$ cat src/rtl/qea_pkg.sv
// Shared types, widths and helpers for the QEA state-RAM unloader.
package qea_pkg;

    localparam int unsigned PE_NUM_WIDTH     = 2;
    localparam int unsigned PE_NUM           = 4;
    localparam int unsigned DATA_WIDTH       = 32;
    localparam int unsigned AMP_WIDTH        = 2 * DATA_WIDTH;
    localparam int unsigned STATE_DATA_WIDTH = AMP_WIDTH;
    localparam int unsigned STATE_ADDR_WIDTH = 16;
    localparam int unsigned MAX_QBIT_WIDTH   = 6;
    localparam int unsigned MAX_QBIT         = STATE_ADDR_WIDTH + PE_NUM_WIDTH;
    localparam int unsigned IDX_WIDTH        = MAX_QBIT;
    localparam int unsigned WORD_WIDTH       = PE_NUM * STATE_DATA_WIDTH;
    localparam int unsigned LAT_WIDTH        = 3;

    typedef enum logic [2:0] {
        ST_IDLE,
        ST_READ,
        ST_WAIT,
        ST_EMIT,
        ST_DONE
    } state_e;

    // Clamp the requested qubit count into the range the state RAM can hold.
    function automatic logic [MAX_QBIT_WIDTH-1:0] eff_qbit(input logic [MAX_QBIT_WIDTH-1:0] qbit);
        if (qbit < MAX_QBIT_WIDTH'(PE_NUM_WIDTH)) return MAX_QBIT_WIDTH'(PE_NUM_WIDTH);
        if (qbit > MAX_QBIT_WIDTH'(MAX_QBIT))     return MAX_QBIT_WIDTH'(MAX_QBIT);
        return qbit;
    endfunction

    // Number of state words holding 2^q amplitudes (q already clamped).
    function automatic logic [STATE_ADDR_WIDTH:0] word_count(input logic [MAX_QBIT_WIDTH-1:0] q);
        return (STATE_ADDR_WIDTH + 1)'(1) << (q - MAX_QBIT_WIDTH'(PE_NUM_WIDTH));
    endfunction

endpackage

$ cat src/rtl/qea_word_serializer.sv
// Serializes one buffered state word onto the amplitude stream, MSB slice first.
module qea_word_serializer
    import qea_pkg::*;
(
    input  logic                  clk,
    input  logic                  rst_n,
    input  logic                  i_load,
    input  logic [WORD_WIDTH-1:0] i_word,
    input  logic [IDX_WIDTH-1:0]  i_base_idx,
    input  logic                  i_last_word,
    output logic                  o_amp_valid,
    input  logic                  i_amp_ready,
    output logic [AMP_WIDTH-1:0]  o_amp_data,
    output logic [IDX_WIDTH-1:0]  o_amp_idx,
    output logic                  o_amp_last,
    output logic                  o_drained_c
);

    logic [WORD_WIDTH-1:0]   buf_q, buf_d;
    logic [PE_NUM_WIDTH-1:0] slice_q, slice_d;
    logic                    last_word_q, last_word_d;
    logic                    valid_q, valid_d;
    logic [AMP_WIDTH-1:0]    data_q, data_d;
    logic [IDX_WIDTH-1:0]    idx_q, idx_d;
    logic                    last_q, last_d;
    logic [PE_NUM_WIDTH-1:0] nslice;
    logic                    xfer;

    // Next beat: load a fresh word, or step to the next slice on a handshake.
    always_comb begin
        buf_d       = buf_q;
        slice_d     = slice_q;
        last_word_d = last_word_q;
        valid_d     = valid_q;
        data_d      = data_q;
        idx_d       = idx_q;
        last_d      = last_q;
        xfer        = valid_q & i_amp_ready;
        nslice      = slice_q - PE_NUM_WIDTH'(1);
        o_drained_c = xfer && (slice_q == PE_NUM_WIDTH'(0));

        if (i_load) begin
            buf_d       = i_word;
            slice_d     = PE_NUM_WIDTH'(PE_NUM - 1);
            last_word_d = i_last_word;
            valid_d     = 1'b1;
            data_d      = i_word[(PE_NUM-1)*AMP_WIDTH +: AMP_WIDTH];
            idx_d       = i_base_idx;
            last_d      = i_last_word && (PE_NUM == 1);
        end else if (xfer) begin
            if (slice_q == PE_NUM_WIDTH'(0)) begin
                valid_d = 1'b0;
                last_d  = 1'b0;
            end else begin
                slice_d = nslice;
                data_d  = buf_q[32'(nslice) * AMP_WIDTH +: AMP_WIDTH];
                idx_d   = idx_q + IDX_WIDTH'(1);
                last_d  = last_word_q && (nslice == PE_NUM_WIDTH'(0));
            end
        end
    end

    // Beat registers; outputs held stable until the handshake.
    always_ff @(posedge clk) begin
        if (!rst_n) begin
            buf_q       <= '0;
            slice_q     <= '0;
            last_word_q <= 1'b0;
            valid_q     <= 1'b0;
            data_q      <= '0;
            idx_q       <= '0;
            last_q      <= 1'b0;
        end else begin
            buf_q       <= buf_d;
            slice_q     <= slice_d;
            last_word_q <= last_word_d;
            valid_q     <= valid_d;
            data_q      <= data_d;
            idx_q       <= idx_d;
            last_q      <= last_d;
        end
    end

    assign o_amp_valid = valid_q;
    assign o_amp_data  = data_q;
    assign o_amp_idx   = idx_q;
    assign o_amp_last  = last_q;

endmodule

$ cat src/rtl/qea_state_unloader.sv
// Walks the QEA state RAM and streams every amplitude out in index order.
module qea_state_unloader
    import qea_pkg::*;
#(
    parameter int unsigned RD_LATENCY = 1
) (
    input  logic                        clk,
    input  logic                        rst_n,
    input  logic                        i_start,
    input  logic [MAX_QBIT_WIDTH-1:0]   i_qbit_num,
    output logic                        o_busy,
    output logic                        o_done,
    output logic [PE_NUM-1:0]           o_state_ena,
    output logic [PE_NUM-1:0]           o_state_wea,
    output logic [STATE_ADDR_WIDTH-1:0] o_state_addra,
    input  logic [WORD_WIDTH-1:0]       i_state_dout,
    output logic                        o_amp_valid,
    input  logic                        i_amp_ready,
    output logic [AMP_WIDTH-1:0]        o_amp_data,
    output logic [IDX_WIDTH-1:0]        o_amp_idx,
    output logic                        o_amp_last
);

    state_e                      state_q, state_d;
    logic [STATE_ADDR_WIDTH-1:0] word_q, word_d;
    logic [STATE_ADDR_WIDTH-1:0] last_word_q, last_word_d;
    logic [LAT_WIDTH-1:0]        lat_q, lat_d;
    logic                        busy_q, busy_d;
    logic                        done_q, done_d;
    logic                        ena_q, ena_d;
    logic [STATE_ADDR_WIDTH-1:0] addr_q, addr_d;
    logic                        load_c;
    logic                        drained_c;

    // Read sequencing: start, issue read, wait out RAM latency, drain, repeat.
    always_comb begin
        state_d     = state_q;
        word_d      = word_q;
        last_word_d = last_word_q;
        lat_d       = lat_q;
        busy_d      = busy_q;
        done_d      = 1'b0;
        ena_d       = 1'b0;
        addr_d      = addr_q;
        load_c      = 1'b0;

        unique case (state_q)
            ST_IDLE: begin
                if (i_start) begin
                    last_word_d = STATE_ADDR_WIDTH'(word_count(eff_qbit(i_qbit_num))
                                                    - (STATE_ADDR_WIDTH + 1)'(1));
                    word_d      = '0;
                    addr_d      = '0;
                    busy_d      = 1'b1;
                    ena_d       = 1'b1;
                    state_d     = ST_READ;
                end
            end
            ST_READ: begin
                lat_d   = LAT_WIDTH'(RD_LATENCY - 1);
                state_d = ST_WAIT;
            end
            ST_WAIT: begin
                if (lat_q == LAT_WIDTH'(0)) begin
                    load_c  = 1'b1;
                    state_d = ST_EMIT;
                end else begin
                    lat_d = lat_q - LAT_WIDTH'(1);
                end
            end
            ST_EMIT: begin
                if (drained_c) begin
                    if (word_q == last_word_q) begin
                        done_d  = 1'b1;
                        busy_d  = 1'b0;
                        state_d = ST_DONE;
                    end else begin
                        word_d  = word_q + STATE_ADDR_WIDTH'(1);
                        addr_d  = word_q + STATE_ADDR_WIDTH'(1);
                        ena_d   = 1'b1;
                        state_d = ST_READ;
                    end
                end
            end
            ST_DONE: begin
                state_d = ST_IDLE;
            end
            default: begin
                state_d = ST_IDLE;
            end
        endcase
    end

    // Control and RAM-port registers.
    always_ff @(posedge clk) begin
        if (!rst_n) begin
            state_q     <= ST_IDLE;
            word_q      <= '0;
            last_word_q <= '0;
            lat_q       <= '0;
            busy_q      <= 1'b0;
            done_q      <= 1'b0;
            ena_q       <= 1'b0;
            addr_q      <= '0;
        end else begin
            state_q     <= state_d;
            word_q      <= word_d;
            last_word_q <= last_word_d;
            lat_q       <= lat_d;
            busy_q      <= busy_d;
            done_q      <= done_d;
            ena_q       <= ena_d;
            addr_q      <= addr_d;
        end
    end

    qea_word_serializer u_ser (
        .clk         (clk),
        .rst_n       (rst_n),
        .i_load      (load_c),
        .i_word      (i_state_dout),
        .i_base_idx  ({word_q, PE_NUM_WIDTH'(0)}),
        .i_last_word (word_q == last_word_q),
        .o_amp_valid (o_amp_valid),
        .i_amp_ready (i_amp_ready),
        .o_amp_data  (o_amp_data),
        .o_amp_idx   (o_amp_idx),
        .o_amp_last  (o_amp_last),
        .o_drained_c (drained_c)
    );

    assign o_busy        = busy_q;
    assign o_done        = done_q;
    assign o_state_ena   = {PE_NUM{ena_q}};
    assign o_state_wea   = '0;
    assign o_state_addra = addr_q;

endmodule

$ cat config.mk
export PLATFORM = sky130hd
export DESIGN_NAME = qea_state_unloader
export DESIGN_NICKNAME = d
export VERILOG_FILES = /design/src/rtl/qea_pkg.sv /design/src/rtl/qea_word_serializer.sv /design/src/rtl/qea_state_unloader.sv
export SDC_FILE = /design/constraint.sdc
export NUM_CORES = 1
export LEC_CHECK = 0
export ABC_AREA = 1
export CORE_UTILIZATION = 29
export DETAILED_ROUTE_END_ITERATION = 6
export GPL_TIMING_DRIVEN = 1
export SLEW_MARGIN = 5
export SYNTH_ARGS = -nofsm -noshare
export SYNTH_HDL_FRONTEND = slang
export SYNTH_SLANG_ARGS = --single-unit
$ cat constraint.sdc
create_clock -name clk -period 8.3 [get_ports clk]
set_clock_uncertainty 0.05 [all_clocks]
set_input_delay 2.49 -clock clk [delete_from_list [all_inputs] [get_ports clk]]
set_output_delay 2.49 -clock clk [all_outputs]
set_load 0.05 [all_outputs]
; ---- Yosys cells after proc, flatten, opt, wreduce, memory -nomap -nowiden
; Index checks and enable logic that the tools add are counted.
[totals]
register_bits = 384
inputBits = 266
[classes]
add_sub_neg = 6
n_lt_le_gt_ge = 2
eq_ne = 11
shifts = 2
muxes = 48
bitwise_logic = 3
reduce_logical = 20
[ops]
columns = operator, n
row1 = variable part select 256 x 9 -> 64 bit, 1
row2 = two-way mux 64 bit, 3
row3 = two-way mux 18 bit, 3
row4 = two-way mux 16 bit, 3
row5 = two-way mux 6 bit, 6
row6 = case mux 16 bit (2 select lines), 1
row7 = two-way mux 1 bit, 20
row8 = "adder 18 x 1 -> 18 bit, second input constant", 1
row9 = "adder 16 x 1 -> 16 bit, second input constant", 1
row10 = equality test 16 bit, 1
row11 = "<< shifter 1 x 6 -> 16 bit, first input constant", 1
row12 = "subtractor 16 x 1 -> 16 bit, second input constant", 1
row13 = two-way mux 3 bit, 5
row14 = "!= test 2 bit, second input constant", 6
row15 = case mux 3 bit (4 select lines), 1
row16 = AND reduction 2 bit, 5
row17 = AND reduction 4 bit, 2
row18 = nonzero test 2 bit, 4
row19 = "equality test 3 x 2 -> 1 bit, second input constant", 2
row20 = "greater-than comparator 6 x 5 -> 1 bit, second input constant", 1
row21 = logical NOT 3 bit, 2
row22 = "< comparator 6 x 2 -> 1 bit, second input constant", 1
row23 = two-way mux 2 bit, 3
row24 = case mux 3 bit (2 select lines), 1
row25 = other kinds (12), 17

; ---- Longest topological paths before layout
[logic_depth]
word_depth = 14
depth_mapped = 22
depth_no_buf = 22

; ---- By module
; From an unflattened synthesis, not the netlist that was laid out.
[hier_totals]
hier_cells = 2391
hier_area_um2 = 17146.4
[by_module_without_submodules]
columns = module, n_inst, cells_each, area_per_inst_um2
row1 = qea_word_serializer, 1, 1958, 14367.5
row2 = qea_state_unloader, 1, 433, 2778.9

; ---- Worst setup path after synthesis
; OpenSTA, ideal clock, no wires.
[synth_path]
path_kind = input to register
start = input i_qbit_num[2]
end = register last_word_q[4]
setup_ns = 0.070
arrival_ns = 4.634
t_required_ns = 8.180
setup_slack_ns = 3.546
cell_stages = 17
path_buffers = 1
cell_sequence = inv_1 > nand2_2 > nor2_1 > nand2_1 > nand2_4 > nand2_4 > inv_4 > ha_1 > buf_2 > inv_1 > nor3_1 > nand2_1 > ha_1 > nand2_1 > nor2_4 > or2_0 > a21oi_1
[synth_via]
elab_chain_len = 12
word_cells_on_any_way = 17
classes_between = add/sub (2) / order compare (2) / shift (1) / mux (12)
[synth_lines]
columns = item, line
row1 = start: declaration, qea_state_unloader.sv:10  ; input logic [MAX_QBIT_WIDTH-1:0] i_qbit_num,
row2 = greater-than comparator 6 x 5 -> 1 bit, qea_pkg.sv:27  ; if (qbit > MAX_QBIT_WIDTH'(MAX_QBIT)) return MAX_QBIT_WIDTH'(MAX_QBIT);
row3 = two-way mux 1 bit (2 in a row), qea_pkg.sv:27
row4 = two-way mux 1 bit, qea_state_unloader.sv:49  ; if (i_start) begin
row5 = two-way mux 1 bit, qea_state_unloader.sv:47  ; unique case (state_q)
row6 = two-way mux 6 bit, qea_pkg.sv:28  ; return qbit;
row7 = two-way mux 6 bit *, qea_pkg.sv:27
row8 = two-way mux 6 bit *, qea_state_unloader.sv:49
row9 = two-way mux 6 bit *, qea_state_unloader.sv:47
row10 = subtractor 6 x 2 -> 6 bit *, qea_pkg.sv:33  ; return (STATE_ADDR_WIDTH + 1)'(1) << (q - MAX_QBIT_WIDTH'(PE_NUM_WIDTH));
row11 = << shifter 1 x 6 -> 16 bit *, qea_pkg.sv:33
row12 = subtractor 16 x 1 -> 16 bit *, qea_state_unloader.sv:51  ; - (STATE_ADDR_WIDTH + 1)'(1));
row13 = end signal: assignment, qea_state_unloader.sv:108  ; last_word_q <= last_word_d;
row14 = end: declaration, qea_state_unloader.sv:26  ; logic [STATE_ADDR_WIDTH-1:0] last_word_q, last_word_d;
; Every way passes the cells marked *; elsewhere a longest branch is shown, timed or not. The select of a mux whose other input is x is not followed.
; A chain may end at the register's enable or synchronous reset.

; ---- Worst setup path in the final report
[layout_path]
start = input i_amp_ready
end = register u_ser.data_q[34] (netlist: u_ser.o_amp_data[34])
[layout_via]
elab_chain_len = 3
[layout_lines]
columns = item, line
row1 = start: declaration, qea_state_unloader.sv:18  ; input logic i_amp_ready,
row2 = AND 1 bit, qea_word_serializer.sv:38  ; xfer = valid_q & i_amp_ready;
row3 = nonzero test 2 bit (no source line), -
row4 = AND reduction 2 bit (no source line), -
row5 = end signal: assignment, qea_word_serializer.sv:78  ; data_q <= data_d;
row6 = end: declaration, qea_word_serializer.sv:23  ; logic [AMP_WIDTH-1:0] data_q, data_d;
; Every way passes these cells.

==> flow_metrics.tcl <==
set metrics [dict create \
    synth_seq_cells 384 \
    synth-xor-area-share 0.0125 \
    place_hpwl_um 38800 \
    final_cell_mix "426 x nand2_1, 413 x o21ai_0, 383 x dfxtp_1" \
    setup_tns_ns 0 \
    wire_per_inst_um 17.3 \
    layout-drive-gt1-share 0.0544 \
    rows 88 \
    synthFlopType "dfxtp_1" \
    fin_total_pwr_w 0.00610 \
    ir_drop_uv 144 \
    crit_type "in2reg" \
    grt_max_degree 147 \
    die_h_um 243 \
    period_share 0.629 \
    synthAdderAreaFrac 0.00593 \
    clk_pin_slew_worst_paths_ns 0.06 \
    cts_buffer_depth 3 \
    grt_pass1_vias 16000 \
    syn-cell-area_um2 16900 \
    vias 16700 \
    end_kind "flop" \
    rsz0062_at_grt "false" \
    viasPerCell 4.95 \
    critPathLaunchType "input port" \
    die_w_um 243 \
    hold_depth 2 \
    violations "DRC" \
    ys_warn_count 0 \
    dr.pass1.iters 7 \
    multi_input_area_um2 7690 \
    max_slew.worst_pin.slew_ns 1.02 \
    min_period_ns 5.22 \
    setup_violations 0 \
    drv_slew 0 \
    grt-ovfl-total 0 \
    synth.area.mux_share 0 \
    drtAntennaViolNets 0 \
    routed_wirelength_um 58500 \
    clock.fmax_mhz 191 \
    critPathSlowestCell "nor2_1" \
    cp.required_ns 8.74 \
    slew_headroom 0.318 \
    final-seq-area_um2 7690 \
    initial_utilization 0.293 \
    final_nets 2853 \
    place.port_buffers 371 \
    path_cells "clkdlybuf4s50_1 -> nand2_1 -> nor2_1 -> inv_2 -> nand2_4 -> buf_4 -> o21ai_0 -> a31oi_1" \
    status "finished, violations left" \
    htreeDepth 2 \
    postSynth.asyncResetShare 0 \
    final-hold-violation-count 0 \
    hp-class "reg2reg" \
    leakage_nw 7.84 \
    synth_area_per_cell_um2 7.25 \
    arrival_ns 5.66 \
    grt_pass1_wl_um 91000 \
    p_per_area_nw_per_um2 271 \
    cts_resized 0 \
    slowest_delay_ns 0.73 \
    core-area_um2 57600 \
    place_ws_ns 2.48 \
    gp_congestion 0.843 \
    area_delta_synth_final_pct 33.4 \
    wl_met3_um 2910 \
    drv_cap 0 \
    hold_buffers 0 \
    gr-usage-all-layers 0.191 \
    antenna_found_initial 9 \
    root_buffer "clkbuf_16" \
    synth-seq-area-share 0.456 \
    cts_sinks 384 \
    timing.final.ws_setup_ns 3.08 \
    synth.distinct_cells 53 \
    syn-instance-count 2326 \
    cts_tree "yes" \
    reg2regPathDepth 9 \
    die-area_um2 59100 \
    clkLatencyLatePin_ns 0.57 \
    synth-edff-count 0 \
    cp_max_fo 65 \
    fillers 5902 \
    drt-initial-drc-count 1170 \
    synthSimpleGateAreaFrac 0.205 \
    cts_setup_buffers 0 \
    final_common_cell "nand2_1" \
    cts_made_buffers 44 \
    synth_top_family_by_area "compound AO/OA/AOI/OAI gates" \
    synth-compound-area-share 0.230 \
    top_layer_used "met5" \
    wl_met2_um 26900 \
    drc 2 \
    wl_met1_um 27000 \
    ios 376 \
]
## routing by layer
layer  global-route usage  up-vias
met1                0.260     7878
met2                0.303      478
met3               0.0318       99
li1                     -     8281
met5                    0        -
met4               0.0690        4
## state kept, by name (all words and copies together) (netlist names)
name and flops:
o_state_addra 16, o_done 1, ena_q 1, u_ser.o_amp_idx 18, state_q 3, u_ser.buf_q 256
last_word_q 16, u_ser.o_amp_last 1, u_ser.slice_q 2, u_ser.o_amp_valid 1, lat_q 3, u_ser.o_amp_data 64
u_ser.last_word_q 1, o_busy 1
## logic make-up (layout without fill, tap and decap cells)
logic type | Yosys count | after routing
fa+ha+maj | 8 | 8
flops | 384 | 384
other cells | 1 | 10
compound gates | 742 | 742
buf+inv | 380 | 662
simple gates | 787 | 787
xor+xnor | 24 | 24
## worst paths after layout
check | slack [ns] | from | end
worst min register to register | 0.41 | u_ser.buf_q[77]$_SDFFE_PN0P_ | u_ser.buf_q[77]$_SDFFE_PN0P_
worst max register to register | 4.25 | u_ser.slice_q[0]$_SDFFE_PN0P_ | u_ser.o_amp_data[34]$_SDFFE_PN0P_
worst min-delay path | 0.41 | u_ser.buf_q[77]$_SDFFE_PN0P_ | u_ser.buf_q[77]$_SDFFE_PN0P_
worst max-delay path | 3.08 | i_amp_ready | u_ser.o_amp_data[34]$_SDFFE_PN0P_
## final cells by class
class / count / area share
sequential: 384 / 0.342
clock buffer: 62 / 0.0579
clock inverter: 16 / 0.0111
antenna: 6 / 0.000667
multi-input combinational: 1565 / 0.342
tap: 765 / 0.0425
inverter: 198 / 0.0336
timing repair buffer: 386 / 0.171
## cell usage after synthesis, types with 4 or more instances
master	n	area (µm²)
nand2_1	427	1600
a31oi_1	72	450
a21oi_1	229	1150
buf_2	42	210
xnor2_1	5	43.8
xor2_1	19	166
inv_2	9	33.8
ha_1	8	100
nand2_2	9	56.3
buf_1	8	30.0
buf_4	11	82.6
nor3_1	17	85.1
o21ai_0	413	2070
nand4_1	19	119
nand3_2	6	60.1
inv_1	188	706
o22ai_1	6	37.5
nor2_1	118	443
clkbuf_1	120	450
nor2_2	8	50.1
dfxtp_1	384	7690
nand3_1	163	816
nand2_4	4	45.0
## report_power, final
part / total, W / switching, W / internal (W)
clock network: 0.00208 / 0.000802 / 0.00128
logic: 0.00179 / 0.00120 / 0.000590
registers: 0.00223 / 0.000140 / 0.00209
total: 0.00610 / 0.00214 / 0.00396
## critical path: cells and delay by family
kind,cells,cell delay [ns]
buffers and inverters,3,1.34
AO/OA/AOI/OAI,2,0.36
AND/OR/NAND/NOR,3,1.39
## stage by stage
stage | instance area [µm²] | std cells | hold WS, ns | util
floorplan | 16900 | 2329 | 0.379 | -
global placement | 20900 | 3298 | 0.394 | 0.364
detailed placement | 20900 | 3298 | 0.399 | 0.364
CTS | 22500 | 3376 | 0.407 | 0.391
global route | 22500 | 3382 | 0.417 | 0.391
finish | 22500 | 3382 | 0.407 | 0.391
No activity file was read; power rests on OpenSTA's default activity.
